[config.mk]
export PLATFORM = sky130hd
export DESIGN_NAME = div_unit
export DESIGN_NICKNAME = d
export VERILOG_FILES = /design/src/rtl/div_unit.sv
export SDC_FILE = /design/constraint.sdc
export NUM_CORES = 1
export LEC_CHECK = 0
export CAP_MARGIN = 5
export CELL_PAD_IN_SITES_DETAIL_PLACEMENT = 1
export CELL_PAD_IN_SITES_GLOBAL_PLACEMENT = 1
export CORE_UTILIZATION = 49
export CTS_CLUSTER_DIAMETER = 100
export CTS_CLUSTER_SIZE = 12
export DETAILED_ROUTE_END_ITERATION = 7
export PLACE_DENSITY = 0.91
export SLEW_MARGIN = 15
export SYNTH_ARGS = -nofsm -noshare
export SYNTH_HDL_FRONTEND = slang
export SYNTH_SLANG_ARGS = --single-unit
export TNS_END_PERCENT = 100
[constraint.sdc]
create_clock -name clk -period 7.5 [get_ports clk]
set_clock_uncertainty 0.2 [all_clocks]
set_input_delay 1.875 -clock clk [delete_from_list [all_inputs] [get_ports clk]]
set_output_delay 1.875 -clock clk [all_outputs]
set_load 0.01 [all_outputs]
[src/rtl/div_unit.sv]
// Iterative radix-2 restoring divider for RISC-V DIV/DIVU/REM/REMU with tag pass-through.
// Optional macro DIV_EARLY_OUT_EN skips leading-zero iterations of the dividend.
`timescale 1ns/1ps
module div_unit #(
  parameter int XLEN  = 32,
  parameter int TAG_W = 5
) (
  input  logic             clk,
  input  logic             rst_n,
  input  logic             flush,
  input  logic             in_valid,
  output logic             in_ready,
  input  logic [1:0]       op,
  input  logic [TAG_W-1:0] tag,
  input  logic [XLEN-1:0]  dividend,
  input  logic [XLEN-1:0]  divisor,
  output logic             out_valid,
  input  logic             out_ready,
  output logic [XLEN-1:0]  result,
  output logic [TAG_W-1:0] out_tag
);

  localparam int CNT_W = $clog2(XLEN + 1);
  localparam logic [XLEN-1:0] MIN_VAL = {1'b1, {(XLEN-1){1'b0}}};

  typedef enum logic [2:0] {IDLE, PREP, CALC, FIX, DONE} state_t;

  state_t           state_reg;
  logic [1:0]       op_reg;
  logic [TAG_W-1:0] tag_reg;
  logic [XLEN-1:0]  dividend_reg;
  logic [XLEN-1:0]  divisor_reg;
  logic [XLEN-1:0]  dvs_reg;
  logic [XLEN:0]    rem_reg;
  logic [XLEN-1:0]  q_reg;
  logic [CNT_W-1:0] cnt_reg;
  logic             neg_q_reg;
  logic             neg_r_reg;
  logic             dbz_reg;
  logic             ovf_reg;

  logic             is_signed;
  logic             dvd_neg;
  logic             dvs_neg;
  logic [XLEN-1:0]  abs_dvd;
  logic [XLEN-1:0]  abs_dvs;
  logic             dbz;
  logic             ovf;
  logic [XLEN-1:0]  q_init;
  logic [CNT_W-1:0] cnt_init;
  logic [XLEN:0]    shifted;
  logic [XLEN:0]    trial;
  logic             ge;
  logic [XLEN-1:0]  q_fix;
  logic [XLEN-1:0]  r_fix;

  assign in_ready  = (state_reg == IDLE);

  assign is_signed = ~op_reg[0];
  assign dvd_neg   = is_signed & dividend_reg[XLEN-1];
  assign dvs_neg   = is_signed & divisor_reg[XLEN-1];
  assign abs_dvd   = dvd_neg ? (~dividend_reg + 1'b1) : dividend_reg;
  assign abs_dvs   = dvs_neg ? (~divisor_reg + 1'b1) : divisor_reg;
  assign dbz       = (divisor_reg == '0);
  assign ovf       = is_signed && (dividend_reg == MIN_VAL) && (&divisor_reg);

`ifdef DIV_EARLY_OUT_EN
  // Leading-zero count of |dividend|, capped so at least one iteration runs.
  logic [CNT_W-1:0] lz;
  always_comb begin
    lz = CNT_W'(XLEN - 1);
    for (int i = 0; i < XLEN; i++) begin
      if (abs_dvd[i]) lz = CNT_W'(XLEN - 1 - i);
    end
  end
  assign q_init   = abs_dvd << lz;
  assign cnt_init = CNT_W'(XLEN) - lz;
`else
  assign q_init   = abs_dvd;
  assign cnt_init = CNT_W'(XLEN);
`endif

  // Remainder stays below |divisor|, so the shifted value fits in XLEN+1 bits.
  assign shifted = {rem_reg[XLEN-1:0], q_reg[XLEN-1]};
  assign trial   = shifted - {1'b0, dvs_reg};
  assign ge      = (shifted >= {1'b0, dvs_reg});

  assign q_fix = neg_q_reg ? (~q_reg + 1'b1) : q_reg;
  assign r_fix = neg_r_reg ? (~rem_reg[XLEN-1:0] + 1'b1) : rem_reg[XLEN-1:0];

  always_ff @(posedge clk or negedge rst_n) begin
    if (!rst_n) begin
      state_reg    <= IDLE;
      op_reg       <= '0;
      tag_reg      <= '0;
      dividend_reg <= '0;
      divisor_reg  <= '0;
      dvs_reg      <= '0;
      rem_reg      <= '0;
      q_reg        <= '0;
      cnt_reg      <= '0;
      neg_q_reg    <= 1'b0;
      neg_r_reg    <= 1'b0;
      dbz_reg      <= 1'b0;
      ovf_reg      <= 1'b0;
      out_valid    <= 1'b0;
      result       <= '0;
      out_tag      <= '0;
    end else if (flush) begin
      state_reg <= IDLE;
      out_valid <= 1'b0;
    end else begin
      case (state_reg)
        IDLE: begin
          if (in_valid) begin
            op_reg       <= op;
            tag_reg      <= tag;
            dividend_reg <= dividend;
            divisor_reg  <= divisor;
            state_reg    <= PREP;
          end
        end
        PREP: begin
          dbz_reg   <= dbz;
          ovf_reg   <= ovf;
          neg_q_reg <= dvd_neg ^ dvs_neg;
          neg_r_reg <= dvd_neg;
          dvs_reg   <= abs_dvs;
          rem_reg   <= '0;
          q_reg     <= q_init;
          cnt_reg   <= cnt_init;
          state_reg <= (dbz || ovf) ? FIX : CALC;
        end
        CALC: begin
          rem_reg <= ge ? trial : shifted;
          q_reg   <= {q_reg[XLEN-2:0], ge};
          cnt_reg <= cnt_reg - 1'b1;
          if (cnt_reg == CNT_W'(1)) state_reg <= FIX;
        end
        FIX: begin
          if (dbz_reg)      result <= op_reg[1] ? dividend_reg : '1;
          else if (ovf_reg) result <= op_reg[1] ? '0 : MIN_VAL;
          else              result <= op_reg[1] ? r_fix : q_fix;
          out_tag   <= tag_reg;
          out_valid <= 1'b1;
          state_reg <= DONE;
        end
        DONE: begin
          if (out_ready) begin
            out_valid <= 1'b0;
            state_reg <= IDLE;
          end
        end
        default: state_reg <= IDLE;
      endcase
    end
  end

endmodule
== Word-level counts from Yosys, hierarchy flattened ==
Index checks and enable logic that the tools add are counted.
W data, S select, Z words.
Word-level totals
  flip-flop bits (word level): 218
  output and inout bits: 39
  input bits: 76
  word-level logic and storage cells: 77
Cells by class
  add/sub/neg operators: 6
  order comparisons: 1
  muxes and demuxes: 22
  reductions and logical operators: 14
  equal/unequal tests: 9
  bitwise logic cells: 9
Operators by type and width (count)
  $mux W32: 10
  $add A32 B1 Y32 const B: 4
  $not A32 Y32: 4
  $pmux W32 S2: 2
  $ge A33 B32 Y1: 1
  $eq A32 B32 Y1 const B: 1
  $logic_not A32 Y1: 1
  $reduce_and A32 Y1: 1
  $sub A32 B32 Y32: 1
  $pmux W3 S5: 1
  $mux W3: 4
  $pmux W6 S2: 1
  $ne A3 B3 Y1 const B: 3
  $reduce_and A2 Y1: 4
  $eq A3 B2 Y1 const B: 2
  $eq A6 B1 Y1 const B: 1
  $reduce_and A3 Y1: 2
  $sub A6 B1 Y6 const B: 1
  $eq A3 B1 Y1 const B: 1
  $eq A3 B3 Y1 const B: 1
  $logic_not A3 Y1: 1
  $mux W1: 3
  $reduce_bool A3 Y1: 1
  $and A1 B1 Y1: 2
  6 further kinds: 8

== Depth between registers and ports, before layout ==
Gate-level depths: netlist of run 1.
  depth in word-level cells: 7
  mapped depth: 13
  depth with buffers taken out: 13

== Worst setup path after synthesis of run 1 ==
Ideal clock, no wire load.
  kind: input-to-reg
  from: input flush
  to: register cnt_reg[5]
  setup time: 0.142 ns
  buffers on the path: 0
  path slack: 3.912 ns
  stages: 7
  required time: 7.158 ns
  data arrival time: 3.246 ns
  path through: nor2_1 > nand2_1 > nor2_1 > nor2_1 > nor4_1 > and3_1 > o21ai_0
On the way
  word-level cells in the longest chain between the ends: 2
Ends and longest elaborated chain
  start: declaration: line 10  | input logic flush,
  $not A1 Y1 (no source line)
  $reduce_and A2 Y1 (no source line)
  end signal: assignment: line 131  | cnt_reg <= cnt_init;
  end signal: assignment: line 137  | cnt_reg <= cnt_reg - 1'b1;
  end: declaration: line 36  | logic [CNT_W-1:0] cnt_reg;
No other way between the ends.
A chain may end at the register's enable or synchronous reset.

== Worst setup path after layout of run 1 ==
  from: input flush
  to: register q_reg[28]
On the way
  word-level cells in the longest chain between the ends: 2
Ends and longest elaborated chain
  $not A1 Y1 (no source line)
  $reduce_and A2 Y1 (no source line)
  end signal: assignment: line 130  | q_reg <= q_init;
  end signal: assignment: line 136  | q_reg <= {q_reg[XLEN-2:0], ge};
  end: declaration: line 35  | logic [XLEN-1:0] q_reg;
No other way between the ends.

==> results of run 1 <==
power by group through the flow:
stage               clock [mW]  combinational [mW]  sequential (mW)
floorplan                    0                2.64             2.01
global placement             0                3.48             2.19
detailed placement           0                3.67             2.24
CTS                       1.00                3.73             2.23
global route              1.04                4.14             2.31
finish                   0.996                3.77             2.26
cell families after synthesis:
kind of cell / share of synthesized area (%)
compound gates: 20.7
simple gates: 15.1
flops: 40.0
buf+inv: 4.07
xor+xnor: 9.24
mux: 7.21
fa+ha+maj: 3.72
layout make-up:
type | count | area [µm²]
clock inverters | 2 | 27.5
inverters | 58 | 218
well taps | 372 | 465
fillers | 3099 | 11400
diodes | 2 | 5.00
flip-flops and latches | 218 | 5460
repair buffers | 128 | 1250
clock buffers | 22 | 551
multi-input cells | 1175 | 7690
critical path: cells and delay by family:
kind                   cells  cell delay [ns]
buffers and inverters      2             1.15
AND/OR/NAND/NOR            5             1.57
AO/OA/AOI/OAI              2             0.22
metal layers:
layer / track usage [%] / part of all wire (%)
met1: 41.3 / 41
met5: 0 / 0
met4: 12.5 / 3.8
met2: 55.8 / 49
met3: 5.00 / 6.3
synthesized netlist by cell type, types with 12 or more instances:
cell type | count | area share [%]
a21o_1 | 19 | 1.0
a21oi_1 | 104 | 3.8
a31oi_1 | 12 | 0.55
clkbuf_1 | 85 | 2.3
dfrtp_1 | 218 | 40
ha_1 | 39 | 3.6
inv_1 | 58 | 1.6
mux2_2 | 82 | 6.8
nand2_1 | 176 | 4.8
nand2b_1 | 12 | 0.55
nand3_1 | 21 | 0.77
nand4_1 | 13 | 0.60
nor2_1 | 104 | 2.9
nor2b_1 | 12 | 0.55
nor3_1 | 23 | 0.84
nor4_1 | 16 | 0.73
o211ai_1 | 13 | 0.72
o21ai_0 | 188 | 6.9
o31ai_1 | 38 | 2.1
o41ai_1 | 15 | 0.96
or3_1 | 17 | 0.78
xnor2_1 | 67 | 4.3
xor2_1 | 77 | 4.9
worst max-delay path by stage:
stage,slack (ns),from,end,depth (start not counted)
2_1_floorplan,3.91,flush,cnt_reg[5],7
3_3_place_gp,2.36,flush,q_reg[26],9
3_5_place_dp,2.05,flush,cnt_reg[3],8
4_1_cts,2.56,flush,cnt_reg[3],8
5_1_grt,2.63,flush,q_reg[28],9
6_report,2.85,flush,q_reg[28],9
per-stage QoR:
stage	std cells	cell area (µm²)	setup slack, ns
after floorplan	1541	13600	3.91
after global placement	1951	15100	2.36
after detailed placement	1951	15100	2.05
after CTS	1975	15700	2.56
after global routing	1975	15700	2.63
final	1977	15700	2.85
==> impl_metrics.csv, run 1 <==
group,metric,value,unit
synth,ys_seq_elements,218,
cells_and_area,fin_nets,1719,
worst_setup_path,reg2reg_depth,10,
power,p_leak,6.61,nW
sta,max_clock_freq,0.215,GHz
global_route,grt_antenna_before_repair,2,
cells_and_area,layout_commonest_cell,"dfrtp_1",
route,wire_per_inst,23.2,µm
worst_setup_path,worst_path_max_delay_cell,"nor2_4",
route,dr.pass1.iters,5,
worst_setup_path,worst_setup_path_start_kind,"input port",
die,start_util,50.4,%
route,detail-route-antenna-nets,0,
clock_network,hold_buffers,0,
sta,finalSetupViolCount,0,
power,seqPwrFrac,32.1,%
worst_setup_path,crit_type,"in2reg",
synth,synth-edff-count,0,
job,max_cap_violations,0,
power,swShare,47.0,%
global_route,grt-ovfl-total,0,
synth,synth_top_flop_cell,"dfrtp_1",
sta,rsz0062_at_grt,"false",
route,drt_wl_total,45.8,mm
min_path,whs_path_depth,1,
cells_and_area,finish.utilization,57.8,%
global_route,grt_pass1_wl,73.2,mm
die,num_rows,60,
min_path,holdPathEnd,"result[7]",
clock_network,htree_levels,1,
worst_setup_path,crit_fanout,41,
min_path,min_path_type,"reg2reg",
die,dieArea,28500,µm²
clock_network,cts_buffers,22,
route,drc_errors,0,
die,ios,115,
route,viasPerCell,6.34,
placement,dpl.hpwl,32.1,mm
power,switching_power,3.30,mW
synth,syn_nets,1657,
clock_network,tritoncts,"done",
power,clkPwrFrac,14.2,%
worst_setup_path,worstPathCellList,"clkdlybuf4s50_1 -> nor2_1 -> nand2_1 -> nor2_2 -> nor2_4 -> inv_1 -> and3_1 -> a21oi_1 -> o21ai_0",
clock_network,clkLatencyLatePin,0.54,ns
clock_network,cts.sinks,218,
synth,synth.cell_area,13600,µm²
die,die_h,169,µm
power,p_per_area,448,nW/µm²
cells_and_area,area.growth.synth_to_final,14.7,%
route,drt_iter0_markers,943,
global_route,grt_usage,32.6,%
global_route,grt_max_degree,99,
sta,finalSetupTns,0,ns
synth,syn_inst,1541,
clock_network,post_cts_resized,0,
power,p_int,3.72,mW
sta,worstMarginPinSlew,1.11,ns
cells_and_area,final_cell_mix,"dfrtp_1, o21ai_0, nand2_1, clkdlybuf4s50_1, a21oi_1",
worst_setup_path,critPathRequiredTime,7.70,ns
sta,whs,0.286,ns
worst_setup_path,r2r_slack,3.36,ns
power,combPwrFrac,53.7,%
sta,slew_headroom,25.9,%
placement,routabilityCongestion,0.887,
worst_setup_path,cpPeakStageDelay,0.79,ns
sta,min_period,4.65,ns
power,ir_drop,0.236,mV
min_path,hold_start,"result[7]",
global_route,grt_pass1_vias,13154,
route,via_count,12542,
sta,finalCritPeriodShare,62.0,%
sta,hold_violations,0,
clock_network,cts-root-buf,"clkbuf_16",
worst_setup_path,endpoint_kind,"flip-flop",
synth,synth_warnings,0,
synth,syn_avg_cell_area,8.86,µm²
synth,ys_seq_area_share,40.0,%
die,coreArea,27100,µm²
power,fin_total_pwr,7.02,mW
worst_setup_path,crit_arrival,4.85,ns
clock_network,cts.path.max_buffers,3,
cells_and_area,drive_above_1_share,9.11,%
placement,place.port_buffers,114,
sta,drv_slew,0,
synth,synth_cell_types,65,
clock_network,cts_setup_buffers,0,
clock_network,clkTransAtPathRegs,0.06,ns
die,fp.dieW,169,µm
status,status,"completed",
worst_setup_path,worstReg2RegEnd,"result[26]",
synth,ys_async_sr_fraction,100,%
worst_setup_path,reg2reg_from,"q_reg[1]",
(Power assumes the default switching activity.)
==> run 2: changes to the inputs <==
Settings changed: CORE_UTILIZATION 49 to 45, PLACE_DENSITY 0.91 to 0.85.
Clock period 7.5 ns to 4.75 ns, I/O delays scaled along.
==> impl_metrics.csv, run 2 (same netlist as run 1, synthesis figures left out) <==
group,metric,value,unit
clock_network,post_cts_resized,0,
global_route,grt_usage,28.7,%
route,dr.pass1.iters,5,
die,fp.dieW,176,µm
power,ir_drop,0.421,mV
route,drc_errors,0,
cells_and_area,nFillCells,3472,
clock_network,clkLatencyLatePin,0.53,ns
global_route,grt_max_degree,127,
sta,whs,0.281,ns
cells_and_area,layout_commonest_cell,"dfrtp_1",
worst_setup_path,crit_type,"reg2reg",
global_route,grt_pass1_wl,70.5,mm
worst_setup_path,crit_family,"compound AO/OA/AOI/OAI gates",
worst_setup_path,worst_path_max_delay_cell,"dfrtp_1",
sta,slew_headroom,29.2,%
cells_and_area,area.growth.synth_to_final,15.5,%
sta,drv_slew,0,
clock_network,hold_buffers,0,
sta,worstMarginPinSlew,1.06,ns
cells_and_area,fin_nets,1729,
cells_and_area,drive_above_1_share,9.61,%
route,via_count,12185,
placement,routabilityCongestion,0.928,
cells_and_area,final_cell_mix,"dfrtp_1, o21ai_0, nand2_1, clkdlybuf4s50_1, a21oi_1",
cells_and_area,finish.utilization,53.0,%
global_route,grt-ovfl-total,0,
worst_setup_path,worstPathCellList,"inv_1 -> ha_1 -> inv_1 -> fa_1 -> a21o_1 -> a221oi_1 -> a211oi_1 -> o31a_1 -> a221oi_1 -> o21ai_0 -> a211oi_1 -> xor2_1 -> o21ai_0",
route,viasPerCell,6.08,
sta,min_period,3.76,ns
global_route,grt_antenna_before_repair,3,
worst_setup_path,critPathRequiredTime,4.94,ns
clock_network,htree_levels,1,
clock_network,cts.path.max_buffers,3,
die,coreArea,29700,µm²
route,wire_per_inst,21.8,µm
route,drt_iter0_markers,820,
sta,finalSetupViolCount,0,
die,ios,115,
clock_network,cts_setup_buffers,0,
worst_setup_path,crit_buf_inv,2,
sta,hold_violations,0,
placement,dpl.hpwl,31.4,mm
clock_network,cts-root-buf,"clkbuf_16",
worst_setup_path,endpoint_kind,"flip-flop",
sta,finalCritPeriodShare,79.1,%
sta,max_clock_freq,0.266,GHz
die,die_h,176,µm
power,p_leak,6.66,nW
clock_network,clkTransAtPathRegs,0.07,ns
sta,finalSetupTns,0,ns
min_path,min_path_type,"reg2reg",
job,max_cap_violations,0,
worst_setup_path,worst_setup_path_start_kind,"flip-flop",
die,dieArea,31000,µm²
clock_network,cts_buffers,22,
worst_setup_path,crit_fanout,3,
status,status,"completed",
clock_network,tritoncts,"done",
die,start_util,45.9,%
global_route,grt_pass1_vias,12774,
die,num_rows,63,
route,drt_wl_total,43.7,mm
worst_setup_path,crit_arrival,3.95,ns
worst_setup_path,cpPeakStageDelay,0.42,ns
clock_network,cts.sinks,218,
sta,rsz0062_at_grt,"false",
power,p_per_area,698,nW/µm²
route,detail-route-antenna-nets,0,
placement,place.port_buffers,114,
run 2: tightest hold or removal path, cell delays in order (launching register included):
cell and delay, ns:
dfrtp_1 0.34, nand2_1 0.05, o21ai_0 0.06
run 2: report_power, final:
part           switching [mW]  internal, mW  leakage, nW  total, mW
clock                   0.738         0.825        0.284       1.56
sequential              0.966          2.53         2.75       3.50
combinational            3.40          2.54         3.63       5.95
run 2: layer usage:
| metal | share of wire (%) | global-route usage [%] | routed length (µm) |
|---|---|---|---|
| met5 | 0.043 | 0 | 19 |
| met4 | 3.5 | 10.1 | 1510 |
| met3 | 6.0 | 4.74 | 2620 |
| met2 | 48 | 47.9 | 20900 |
| met1 | 43 | 37.6 | 18700 |
run 2: path summary, 6_finish.rpt:
path,start,to,slack [ns],cells past startpoint
worst max register to register,q_reg[31],rem_reg[28],0.99,13
worst min-delay path,result[28],result[28],0.28,2
min in group asynchronous,rst_n,divisor_reg[10],0.53,1
max in group asynchronous,rst_n,result[8],2.75,2
worst min register to register,result[28],result[28],0.28,2
worst max-delay path,q_reg[31],rem_reg[28],0.99,13
run 2: area by class of cell:
| class | instances | area, µm² | area share (%) |
|---|---|---|---|
| antenna | 1 | 2.50 | 0.0159 |
| clock buffer | 22 | 551 | 3.49 |
| tap | 390 | 488 | 3.10 |
| sequential | 218 | 5460 | 34.6 |
| inverter | 58 | 218 | 1.38 |
| multi-input combinational | 1175 | 7680 | 48.7 |
| clock inverter | 2 | 27.5 | 0.175 |
| timing repair buffer | 138 | 1340 | 8.49 |
run 2: through the flow:
step           cell area (µm²)  instances  total power [mW]  setup slack [ns]
2_1_floorplan            13600       1541              7.33              1.47
3_3_place_gp             15200       1979              9.02              1.13
3_5_place_dp             15200       1979              9.30              1.01
4_1_cts                  15800       2003              11.0              1.00
5_1_grt                  15800       2003              11.8             0.711
6_report                 15800       2004              11.0             0.990
==> run 3: changes to the inputs <==
Settings changed: CORE_UTILIZATION 45 to 41, PLACE_DENSITY 0.85 to 0.81.
Clock period 4.75 ns to 3.37 ns, I/O delays scaled along.
==> impl_metrics.csv, run 3 (same netlist as run 1, synthesis figures left out) <==
group,metric,value,unit
route,wire_per_inst,21.4,µm
global_route,grt_antenna_before_repair,2,
placement,dp_slack,-0.191,ns
clock_network,hold_buffers,0,
global_route,grt_pass1_vias,13153,
cells_and_area,fin_nets,1807,
clock_network,cts-root-buf,"clkbuf_16",
global_route,grt_pass1_wl,73.4,mm
cells_and_area,drive_above_1_share,15.4,%
cells_and_area,n_antenna_cell,0,
power,fin_total_pwr,16.6,mW
route,detail-route-antenna-nets,0,
placement,routabilityCongestion,0.913,
die,coreArea,32600,µm²
clock_network,tritoncts,"done",
die,start_util,41.8,%
die,fp.dieW,184,µm
worst_setup_path,endpoint_kind,"flip-flop",
clock_network,clkTransAtPathRegs,0.07,ns
sta,min_period,3.27,ns
worst_setup_path,worst_setup_path_start_kind,"flip-flop",
worst_setup_path,critPathRequiredTime,3.58,ns
placement,dpl.hpwl,33.6,mm
sta,finalSetupViolCount,0,
placement,place.port_buffers,114,
worst_setup_path,crit_fanout,4,
worst_setup_path,reg2reg_depth,8,
route,viasPerCell,5.91,
clock_network,cts.path.max_buffers,3,
power,p_leak,7.09,nW
power,p_per_area,999,nW/µm²
cells_and_area,layout_commonest_cell,"dfrtp_1",
sta,max_clock_freq,0.306,GHz
job,max_cap_violations,0,
min_path,min_path_type,"in2async",
cells_and_area,final_cell_mix,"dfrtp_1, o21ai_0, nand2_1, clkdlybuf4s50_1, nor2_1",
worst_setup_path,crit_type,"reg2reg",
global_route,grt_max_degree,73,
placement,dpl_cell_area,15800,µm²
cells_and_area,stdcell_area,16600,µm²
sta,slew_headroom,29.2,%
route,drt_wl_total,45.7,mm
status,status,"completed",
placement,dpl.cell_count,2106,
power,ir_drop,0.484,mV
clock_network,cts.sinks,218,
sta,fin_ws,0.0967,ns
sta,drv_slew,0,
cells_and_area,finalNonFillerCells,2133,
sta,finalCritPeriodShare,97.1,%
clock_network,clkLatencyLatePin,0.52,ns
die,ios,115,
sta,rsz0062_at_grt,"true",
die,die_h,184,µm
worst_setup_path,crit_arrival,3.49,ns
global_route,grt_usage,27.4,%
clock_network,htree_levels,1,
route,drt_iter0_markers,812,
clock_network,cts_buffers,22,
sta,worstMarginPinSlew,1.06,ns
route,via_count,12613,
route,drc_errors,0,
die,num_rows,66,
sta,hold_violations,0,
global_route,grt-ovfl-total,0,
route,dr.pass1.iters,5,
die,dieArea,34000,µm²
cells_and_area,area.growth.synth_to_final,21.8,%
## run 3: cell count changes in the layout (fill, tap and decap cells not counted), moves of 3 or more
cell,before,now
a211oi_1,7,3
nor4_1,16,13
o21ai_1,0,6
o21ai_0,188,180
buf_12,1,4
buf_4,23,95
a211oi_2,0,4
## run 3: through the flow
step | TNS, ns | utilization, % | hold slack (ns)
floorplan | 0 | - | 0.250
global placement | -0.0933 | 48.6 | 0.262
detailed placement | -0.393 | 48.6 | 0.270
CTS | 0 | 50.5 | 0.131
global route | -0.0835 | 51.0 | 0.141
finish | 0 | 51.0 | 0.118
## run 3: power breakdown
group	switching, mW	internal [mW]
Sequential	1.22	3.57
Clock	1.05	1.20
Combinational	5.32	4.25
## run 3: layout make-up
| class | count | area, µm² |
|---|---|---|
| Fill cell | 3746 | 16000 |
| Clock buffer | 23 | 576 |
| Multi-Input combinational cell | 1175 | 7840 |
| Timing Repair Buffer | 216 | 1980 |
| Clock inverter | 1 | 11.3 |
| Inverter | 58 | 218 |
| Sequential cell | 218 | 5460 |
| Tap cell | 442 | 553 |
## run 3: final timing paths
| kind | end | from | slack [ns] |
|---|---|---|---|
| setup / recovery | result[31] | rem_reg[20] | 0.1 |
| hold / removal | divisor_reg[11] | rst_n | 0.12 |
| setup reg to reg | result[31] | rem_reg[20] | 0.1 |
| hold reg to reg | dvs_reg[20] | dvs_reg[20] | 0.28 |
| max in group asynchronous | q_reg[0] | rst_n | 2.06 |
| min in group clk | dvs_reg[20] | dvs_reg[20] | 0.28 |
## run 3: layer usage
layer | global-route usage (%) | share of wire, % | vias up
li1 | - | - | 5782
met1 | 37.0 | 44 | 6345
met2 | 45.2 | 47 | 397
met3 | 3.64 | 5.8 | 87
met4 | 8.80 | 3.1 | 2
met5 | 0 | 0.042 | -
## run 3: what timing repair did
action / 4_1_cts / 5_1_grt
setup buffers: 0 / 3
endpoints found under the setup margin: 8 / 36
gates resized for setup: 6 / 36
pin swaps: 0 / 14
## run 3: critical path, cell delays in order, from the launching register on
cell	delay, ns
dfrtp_1	0.40
or4_4	0.56
or3_4	0.36
or4_4	0.46
or4_4	0.47
o41ai_4	0.23
xnor2_1	0.13
a221oi_2	0.26
o31ai_1	0.10
